`config.mk`:
```
export PLATFORM = sky130hd
export DESIGN_NAME = cpu_run_ctrl
export DESIGN_NICKNAME = d
export VERILOG_FILES = /design/src/rtl/cpu_ctrl_pkg.sv /design/src/rtl/cpu_run_ctrl_sat_counter.sv /design/src/rtl/cpu_run_ctrl.sv
export SDC_FILE = /design/constraint.sdc
export NUM_CORES = 1
export LEC_CHECK = 0
export CELL_PAD_IN_SITES_DETAIL_PLACEMENT = 1
export CELL_PAD_IN_SITES_GLOBAL_PLACEMENT = 1
export CORE_ASPECT_RATIO = 1.4
export CORE_UTILIZATION = 30
export DETAILED_ROUTE_END_ITERATION = 10
export PLACE_DENSITY = 0.93
export SLEW_MARGIN = 20
export SYNTH_ARGS = -nofsm -noshare
export SYNTH_HDL_FRONTEND = slang
export SYNTH_SLANG_ARGS = --single-unit
```
`constraint.sdc`:
```
create_clock -name clk -period 3.4 [get_ports clk]
set_clock_uncertainty 0.15 [all_clocks]
set_input_delay 0.68 -clock clk [delete_from_list [all_inputs] [get_ports clk]]
set_output_delay 0.68 -clock clk [all_outputs]
set_load 0.005 [all_outputs]
```
`src/rtl/cpu_ctrl_pkg.sv`:
```
// Shared encodings for the MIPS run/step/halt controller. The LED and debug
// display logic decodes the same values, so they are kept here in one place.
package cpu_ctrl_pkg;

    // Controller state, exposed on the `state` output.
    typedef enum logic [1:0] {
        ST_RST  = 2'd0,
        ST_IDLE = 2'd1,
        ST_RUN  = 2'd2,
        ST_STEP = 2'd3
    } run_state_t;

    // Why the core last stopped, exposed on `halt_cause`.
    typedef enum logic [1:0] {
        HC_NONE    = 2'd0,
        HC_CMD     = 2'd1,
        HC_BP      = 2'd2,
        HC_TIMEOUT = 2'd3
    } halt_cause_t;

    // Bits needed to count 0 .. cycles-1 (at least one bit).
    function automatic int rst_cnt_width(input int cycles);
        return (cycles > 1) ? $clog2(cycles) : 1;
    endfunction

endpackage

```
`src/rtl/cpu_run_ctrl_sat_counter.sv`:
```
// Up-counter that sticks at all-ones instead of wrapping. Synchronous clear
// wins over enable. Used for both the enabled-cycle count and the reset hold.
module sat_counter #(
    parameter int CNT_W = 16
) (
    input  logic             clk,
    input  logic             reset_n,
    input  logic             en,
    input  logic             clr,
    output logic [CNT_W-1:0] q
);

    // Count enabled cycles; hold once every bit is set.
    always_ff @(posedge clk or negedge reset_n) begin
        if (!reset_n) begin
            q <= '0;
        end else if (clr) begin
            q <= '0;
        end else if (en && (q != '1)) begin
            q <= q + CNT_W'(1);
        end
    end

endmodule

```
`src/rtl/cpu_run_ctrl.sv`:
```
// Run/step/halt sequencer for the single-cycle MIPS core. Drives the core's
// clock-enable and reset so a host can reset, free-run, single-step or halt
// it, and stops it at a PC breakpoint or when a cycle budget is used up.
//
// Command interface: cmd_reset/cmd_run/cmd_step/cmd_halt are single-cycle
// pulses sampled on the rising edge. There is no ready/acknowledge; a command
// that has no meaning in the current state is simply dropped, and when several
// coincide the order is reset > halt > step > run.
module cpu_run_ctrl
    import cpu_ctrl_pkg::*;
#(
    parameter int PC_W       = 32,
    parameter int CNT_W      = 16,
    parameter int RST_CYCLES = 2
) (
    input  logic             clk,
    input  logic             reset_n,
    input  logic             cmd_reset,
    input  logic             cmd_run,
    input  logic             cmd_step,
    input  logic             cmd_halt,
    input  logic             bp_en,
    input  logic [PC_W-1:0]  bp_addr,
    input  logic [CNT_W-1:0] max_cycles,
    input  logic [PC_W-1:0]  pc,
    output logic             core_reset,
    output logic             cpu_en,
    output logic [1:0]       state,
    output logic [1:0]       halt_cause,
    output logic [CNT_W-1:0] cycle_cnt,
    output logic             done
);

    localparam int RST_W = rst_cnt_width(RST_CYCLES);

    run_state_t  state_q, state_d;
    halt_cause_t cause_q, cause_d;
    logic        armed_q;
    logic        done_q, done_d;
    logic [RST_W-1:0] rst_cnt;
    logic        rst_last;
    logic        bp_hit;
    logic        timeout;

    // Cycles spent in RST so far; restarted by every cmd_reset.
    sat_counter #(.CNT_W(RST_W)) u_rst_hold (
        .clk     (clk),
        .reset_n (reset_n),
        .en      (state_q == ST_RST),
        .clr     (cmd_reset || (state_q != ST_RST)),
        .q       (rst_cnt)
    );

    // Enabled core cycles since the core was last held in reset.
    sat_counter #(.CNT_W(CNT_W)) u_cycle_cnt (
        .clk     (clk),
        .reset_n (reset_n),
        .en      (cpu_en),
        .clr     (state_q == ST_RST),
        .q       (cycle_cnt)
    );

    assign rst_last = (rst_cnt == RST_W'(RST_CYCLES - 1));

    // The breakpoint is disarmed for the first RUN cycle so resuming from a
    // breakpoint executes the instruction it stopped on.
    assign bp_hit  = bp_en && (pc == bp_addr) && armed_q;
    assign timeout = (max_cycles != '0) && (cycle_cnt >= max_cycles);

    // Next state, halt cause and the combinational core enable.
    always_comb begin
        state_d = state_q;
        cause_d = cause_q;
        cpu_en  = 1'b0;
        done_d  = 1'b0;
        if (cmd_reset) begin
            // The core is about to be reset, so nothing executes this cycle.
            state_d = ST_RST;
            cause_d = HC_NONE;
        end else begin
            case (state_q)
                ST_RST: begin
                    if (rst_last) begin
                        state_d = ST_IDLE;
                    end
                end
                ST_IDLE: begin
                    // A coincident halt outranks step/run and leaves us idle.
                    if (!cmd_halt) begin
                        if (cmd_step) begin
                            state_d = ST_STEP;
                            cause_d = HC_NONE;
                        end else if (cmd_run) begin
                            state_d = ST_RUN;
                            cause_d = HC_NONE;
                        end
                    end
                end
                ST_RUN: begin
                    if (cmd_halt) begin
                        state_d = ST_IDLE;
                        cause_d = HC_CMD;
                    end else if (bp_hit) begin
                        state_d = ST_IDLE;
                        cause_d = HC_BP;
                    end else if (timeout) begin
                        state_d = ST_IDLE;
                        cause_d = HC_TIMEOUT;
                    end else begin
                        cpu_en = 1'b1;
                    end
                end
                ST_STEP: begin
                    state_d = ST_IDLE;
                    if (timeout) begin
                        cause_d = HC_TIMEOUT;
                    end else begin
                        cpu_en  = 1'b1;
                        cause_d = HC_CMD;
                    end
                end
                default: begin
                    state_d = ST_RST;
                end
            endcase
        end
        done_d = ((state_q == ST_RUN) || (state_q == ST_STEP)) && (state_d == ST_IDLE);
    end

    // State register plus the arm flag and the done pulse.
    always_ff @(posedge clk or negedge reset_n) begin
        if (!reset_n) begin
            state_q <= ST_RST;
            cause_q <= HC_NONE;
            armed_q <= 1'b0;
            done_q  <= 1'b0;
        end else begin
            state_q <= state_d;
            cause_q <= cause_d;
            armed_q <= (state_q == ST_RUN);
            done_q  <= done_d;
        end
    end

    assign core_reset = (state_q == ST_RST);
    assign state      = state_q;
    assign halt_cause = cause_q;
    assign done       = done_q;

endmodule

```
==> results of run 1 <==
final cells by class:
class | count | area (µm²)
Sequential cell | 23 | 576
Fill cell | 855 | 3520
Multi-Input combinational cell | 201 | 1740
Tap cell | 97 | 121
Clock buffer | 4 | 45.0
Inverter | 27 | 101
Timing Repair Buffer | 140 | 1310
metrics by stage:
step,util (%),cells,hold WS (ps),setup slack [ps]
global route,52.5,492,425,2.97
global placement,49.7,486,384,-550
floorplan,-,258,234,231
detailed placement,49.7,486,394,-596
finish,52.5,492,411,72.2
CTS,52.1,492,415,1.20
per-layer routing:
layer | global-route usage (%) | share of wire (%) | wire length, µm | vias to the layer above
met5 | 0 | 0 | 0 | -
met3 | 5.19 | 7.7 | 689 | 24
met2 | 43.4 | 53 | 4680 | 135
li1 | - | - | - | 1221
met4 | 9.89 | 3.4 | 302 | 0
met1 | 22.1 | 36 | 3220 | 1241
worst max-delay path: stages:
cell and delay, ps:
clkdlybuf4s50_1 480, inv_1 80, ha_4 280, nand4_1 160, a2111oi_4 340, o41a_1 260
nor2_2 70, buf_2 140
repair_timing:
| action | CTS | global route |
|---|---|---|
| resized for setup | 33 | 12 |
| setup endpoints to repair | 2 | 1 |
| pin swaps | 13 | 7 |
| buffers inserted | 2 | 0 |
report_power, final:
group / leakage, nW / internal (W) / switching (W)
clock: 0.0228 / 0.0000838 / 0.0000921
sequential: 0.318 / 0.000279 / 0.00000406
combinational: 1.28 / 0.000152 / 0.000118
cells in the final DEF, fill, tap and decap left out, drive strengths merged, types with 2 or more instances in the layout:
master | Yosys | final
and2 | 2 | 2
mux2i | 7 | 7
nor2 | 17 | 17
o21ai | 4 | 4
nand2 | 14 | 14
o211a | 2 | 2
and3 | 8 | 8
nand4 | 13 | 13
mux2 | 2 | 2
a21oi | 11 | 11
buf | 4 | 32
clkbuf | 3 | 5
o41ai | 6 | 6
ha | 17 | 17
dfrtp | 23 | 23
dlygate4sd2 | 0 | 8
nor4 | 17 | 17
a31o | 2 | 2
nor3 | 6 | 6
o311ai | 4 | 4
nand2b | 8 | 8
inv | 26 | 26
dlymetal6s2s | 0 | 2
a2111oi | 3 | 3
or2 | 3 | 3
clkdlybuf4s50 | 0 | 96
xor2 | 30 | 30
nand3 | 9 | 9
kinds of logic (layout without fill, tap and decap cells):
| kind of cell | count (synthesis) | in the layout | synth area share [%] |
|---|---|---|---|
| compound gates | 41 | 41 | 17.2 |
| xor+xnor | 31 | 31 | 11.8 |
| fa+ha+maj | 17 | 17 | 9.24 |
| buf+inv | 34 | 171 | 6.58 |
| flops | 23 | 23 | 25.0 |
| mux | 9 | 9 | 4.02 |
| simple gates | 103 | 103 | 26.1 |
sequential cells by signal, indices dropped and copies added (netlist names):
signal / count
done: 1
halt_cause: 2
armed_q: 1
u_cycle_cnt.q: 16
u_rst_hold.q: 1
state: 2
worst min path at each step:
stage,startpoint,end,slack [ps],depth (start not counted)
finish,halt_cause[0],halt_cause[0],410,1
global route,halt_cause[0],halt_cause[0],430,1
CTS,halt_cause[0],halt_cause[0],410,1
detailed placement,halt_cause[0],halt_cause[0],390,1
global placement,halt_cause[1],halt_cause[1],380,2
floorplan,reset_n,armed_q,230,0
Yosys cell counts, drive strengths merged (2+ instances only):
cell type,n,area share [%]
nand4,13,3.8
nand3,9,2.0
o211a,2,0.87
a2111oi,3,3.0
a21oi,11,2.4
o311ai,4,1.8
o21ai,4,0.87
xor2,30,11
mux2,2,0.98
dfrtp,23,25
mux2i,7,3.0
o41ai,6,4.1
nor3,6,1.5
nand2,14,2.3
or2,3,0.82
nor4,17,5.4
nor2,17,2.8
a31o,2,0.76
nand2b,8,2.5
inv,26,4.2
and2,2,0.54
ha,17,9.2
and3,8,2.2
buf,4,1.7
clkbuf,3,0.49
==> flow_summary.toml, run 1 <==
[routing]
first_iter_violations = 53
via_per_inst = 5.33
ant_nets = 0
post_drt_wl_per_cell_um = 18.1
drc = 0
num_vias = 2621
first_pass_iters = 4
drt-total-wl_um = 8890

[yosys]
netlist_area_um2 = 2300
syn_inst = 258
yosysUniqueCellTypes = 55
synth_ff_type = "dfrtp_1"
synth_edf_count = 0
synth.avg_cell_area_um2 = 8.92
syn-num-nets = 362
synth.ff_latch_count = 23
synth-async-reset-ratio_pct = 100
ys_seq_area_share_pct = 25.0
synth_warnings = 0

[finish]
fin_area_um2 = 3890
synthToLayoutAreaGrowth_pct = 69.0
fin_nets = 500
drive_gt1_share_pct = 19.5
diodes = 0

[placement]
port_buffers = 109
place.gp.congestion = 0.823
place_area_um2 = 3680
dpl.hpwl_um = 7130

[sta]
rsz0062_at_grt = "false"
min_period_ps = 3330
hold_violations = 0
timing.fmax_ghz = 0.300
maxSlewViolCount = 0
fin_crit_sh_pct = 97.9
worst_pin_slew_ps = 704
setup_viol = 0
finalSetupTns_ps = 0
max-slew-margin-rel_pct = 52.7

[clock_tree]
cts.sinks = 23
clockBufferDepth = 2
cts_buffers = 3
ctsHtreeMaxLevel = 1
cts_tree = "built"
clk_latency_ps = 270
root_buffer = "clkbuf_8"
postCtsHoldBufs = 0
cts.clk_slew.worst_paths_ps = 80

[worst_setup_path]
critPathLaunch = "max_cycles[6]"
cp.required_ps = 2570
path_max_fanout = 3
r2r-start = "u_cycle_cnt.q[0]"
startpoint_type = "input pin"
cp-end-kind = "output pin"
worstRegToRegCells = 9
cp-endpoint = "cpu_en"
critPathArrivalTime_ps = 2500
r2r-end = "u_cycle_cnt.q[7]"
r2r_slack_ps = 410
worst-setup-path-type = "in2out"

[die]
initial_utilization_pct = 31.1
die_area_um2 = 8030
die_w_um = 76.0
rows = 37
core_area_um2 = 7410
die_y_um = 106
ios = 110

[global_route]
grt_overflow = 0
antenna_found_initial = 0
grt_pass1_vias = 2925
grt_max_degree = 24
grt_usage_pct = 22.3
grt_pass1_wl_um = 14300

[power_and_ir_drop]
ir_drop_mv = 0.129
p_leak_nw = 1.62
fin_total_pwr_w = 0.000730
power_per_cell_area_nw_per_um2 = 188

[worst_hold_path]
hold_class = "reg2reg"

[status]
status = "complete, no violations"

[job]
maxCapViolCount = 0
No activity file was read; power rests on OpenSTA's default activity.
==> inputs of run 2 (changes only) <==
--- a/config.mk
+++ b/config.mk
@@ -8,9 +8,10 @@
 export CELL_PAD_IN_SITES_DETAIL_PLACEMENT = 1
 export CELL_PAD_IN_SITES_GLOBAL_PLACEMENT = 1
 export CORE_ASPECT_RATIO = 1.4
-export CORE_UTILIZATION = 30
+export CORE_UTILIZATION = 45
 export DETAILED_ROUTE_END_ITERATION = 10
-export PLACE_DENSITY = 0.93
+export DONT_BUFFER_PORTS = 1
+export PLACE_DENSITY = 0.9
 export SLEW_MARGIN = 20
 export SYNTH_ARGS = -nofsm -noshare
 export SYNTH_HDL_FRONTEND = slang
==> flow_summary.toml, run 2 (synthesized netlist as in run 1, its figures left out) <==
[die]
core_area_um2 = 4880
initial_utilization_pct = 47.2
ios = 110
die_y_um = 86.6
rows = 30
die_w_um = 62.4
die_area_um2 = 5410

[finish]
synthToLayoutAreaGrowth_pct = 7.78
largest_reg_flops = 16
fin_nets = 374
drive_gt1_share_pct = 13.8
final_common_cell = "xor2_1"
finalNonFillerCells = 333
diodes = 0
mostFrequentLayoutCells = "30 x xor2_1, 25 x inv_1, 23 x dfrtp_1"
regMostFlops = "u_cycle_cnt.q"

[sta]
worst_pin_slew_ps = 636
finalSetupTns_ps = 0
max-slew-margin-rel_pct = 57.2
min_period_ps = 3090
setup_viol = 0
fin_crit_sh_pct = 91.0
timing.fmax_ghz = 0.323
maxSlewViolCount = 0
hold_violations = 0
rsz0062_at_grt = "false"

[global_route]
grt_overflow = 0
antenna_found_initial = 0
grt_usage_pct = 24.2
grt_pass1_vias = 2181
grt_max_degree = 24
grt_pass1_wl_um = 10300

[worst_setup_path]
r2r-end = "u_cycle_cnt.q[9]"
critPathArrivalTime_ps = 2260
startpoint_type = "input pin"
path_max_fanout = 5
r2r_slack_ps = 490
worst-setup-path-type = "in2out"
r2r-start = "u_cycle_cnt.q[0]"
worstRegToRegCells = 9
cp.required_ps = 2570
cp-end-kind = "output pin"

[clock_tree]
postCtsSetupRepairBufs = 0
clockBufferDepth = 2
root_buffer = "clkbuf_8"
cts.repair.resized = 0
cts_buffers = 3
postCtsHoldBufs = 1
cts_tree = "built"
clk_latency_ps = 270
cts.sinks = 23
cts.clk_slew.worst_paths_ps = 90
ctsHtreeMaxLevel = 1

[routing]
num_vias = 2072
first_iter_violations = 49
ant_nets = 0
first_pass_iters = 5
post_drt_wl_per_cell_um = 19.5
drt-total-wl_um = 6510
via_per_inst = 6.22
drc = 0

[power_and_ir_drop]
ir_drop_mv = 0.157
power_per_cell_area_nw_per_um2 = 235
p_leak_nw = 1.11
fin_total_pwr_w = 0.000584

[placement]
port_buffers = 0
placed_cells = 328
dpl.hpwl_um = 5180
place.gp.congestion = 0.895

[status]
status = "complete, no violations"

[worst_hold_path]
hold_class = "in2async"

[job]
maxCapViolCount = 0
-- run 2: cell count changes in the layout (fill, tap and decap cells not counted), sizes merged --
cell           previous run  this run
clkdlybuf4s50            96         0
dlymetal6s2s              2         0
buf                      32        14
clkdlybuf4s15             1         0
clkbuf                    5         3
dlygate4sd2               8         0
clkinv                    1         2
-- run 2: layer usage --
layer	vias to the layer above	global-route usage (%)	share of wire, %
li1	968	-	-
met1	1017	25.7	38
met2	76	47.3	55
met3	11	4.08	5.3
met4	0	8.25	1.8
met5	-	0	0
-- run 2: area by class of cell --
class	count	area (µm²)
Sequential cell	23	576
Inverter	27	101
Clock buffer	3	41.3
Clock inverter	1	5.00
Timing Repair Buffer	14	103
Multi-Input combinational cell	201	1570
Fill cell	575	2400
Tap cell	64	80.1
-- run 2: worst max path at each step --
stage                 startpoint          endpoint  cells after the start
2_1_floorplan      max_cycles[0]            cpu_en                      8
3_3_place_gp       max_cycles[0]  u_cycle_cnt.q[9]                      8
3_5_place_dp       max_cycles[0]  u_cycle_cnt.q[9]                      8
4_1_cts         u_cycle_cnt.q[0]            cpu_en                      7
5_1_grt        u_cycle_cnt.q[13]            cpu_en                      6
6_report           max_cycles[0]            cpu_en                      6
-- run 2: through the flow --
| stage | utilization (%) | hold WS (ps) | cell area [µm²] | setup slack (ps) |
|---|---|---|---|---|
| 3_5_place_dp | 49.8 | 235 | 2430 | 234 |
| 6_report | 50.8 | 236 | 2480 | 305 |
| 3_3_place_gp | 49.8 | 235 | 2430 | 263 |
| 2_1_floorplan | - | 234 | 2300 | 231 |
| 5_1_grt | 50.8 | 271 | 2480 | 192 |
| 4_1_cts | 50.9 | 303 | 2480 | 275 |
-- run 2: where the power goes --
| part | switching (W) | leakage (nW) | total [W] | internal (W) |
|---|---|---|---|---|
| registers | 0.00000884 | 0.318 | 0.000288 | 0.000279 |
| logic | 0.0000688 | 0.762 | 0.000117 | 0.0000481 |
| clock network | 0.0000969 | 0.0255 | 0.000179 | 0.0000822 |
| total | 0.000175 | 1.11 | 0.000584 | 0.000409 |
-- run 2: critical path, cell delays in order --
cell and delay, ps:
ha_1 260, nand2b_4 150, a2111oi_4 380, a2111oi_2 110, o41a_1 480, nor2_1 200
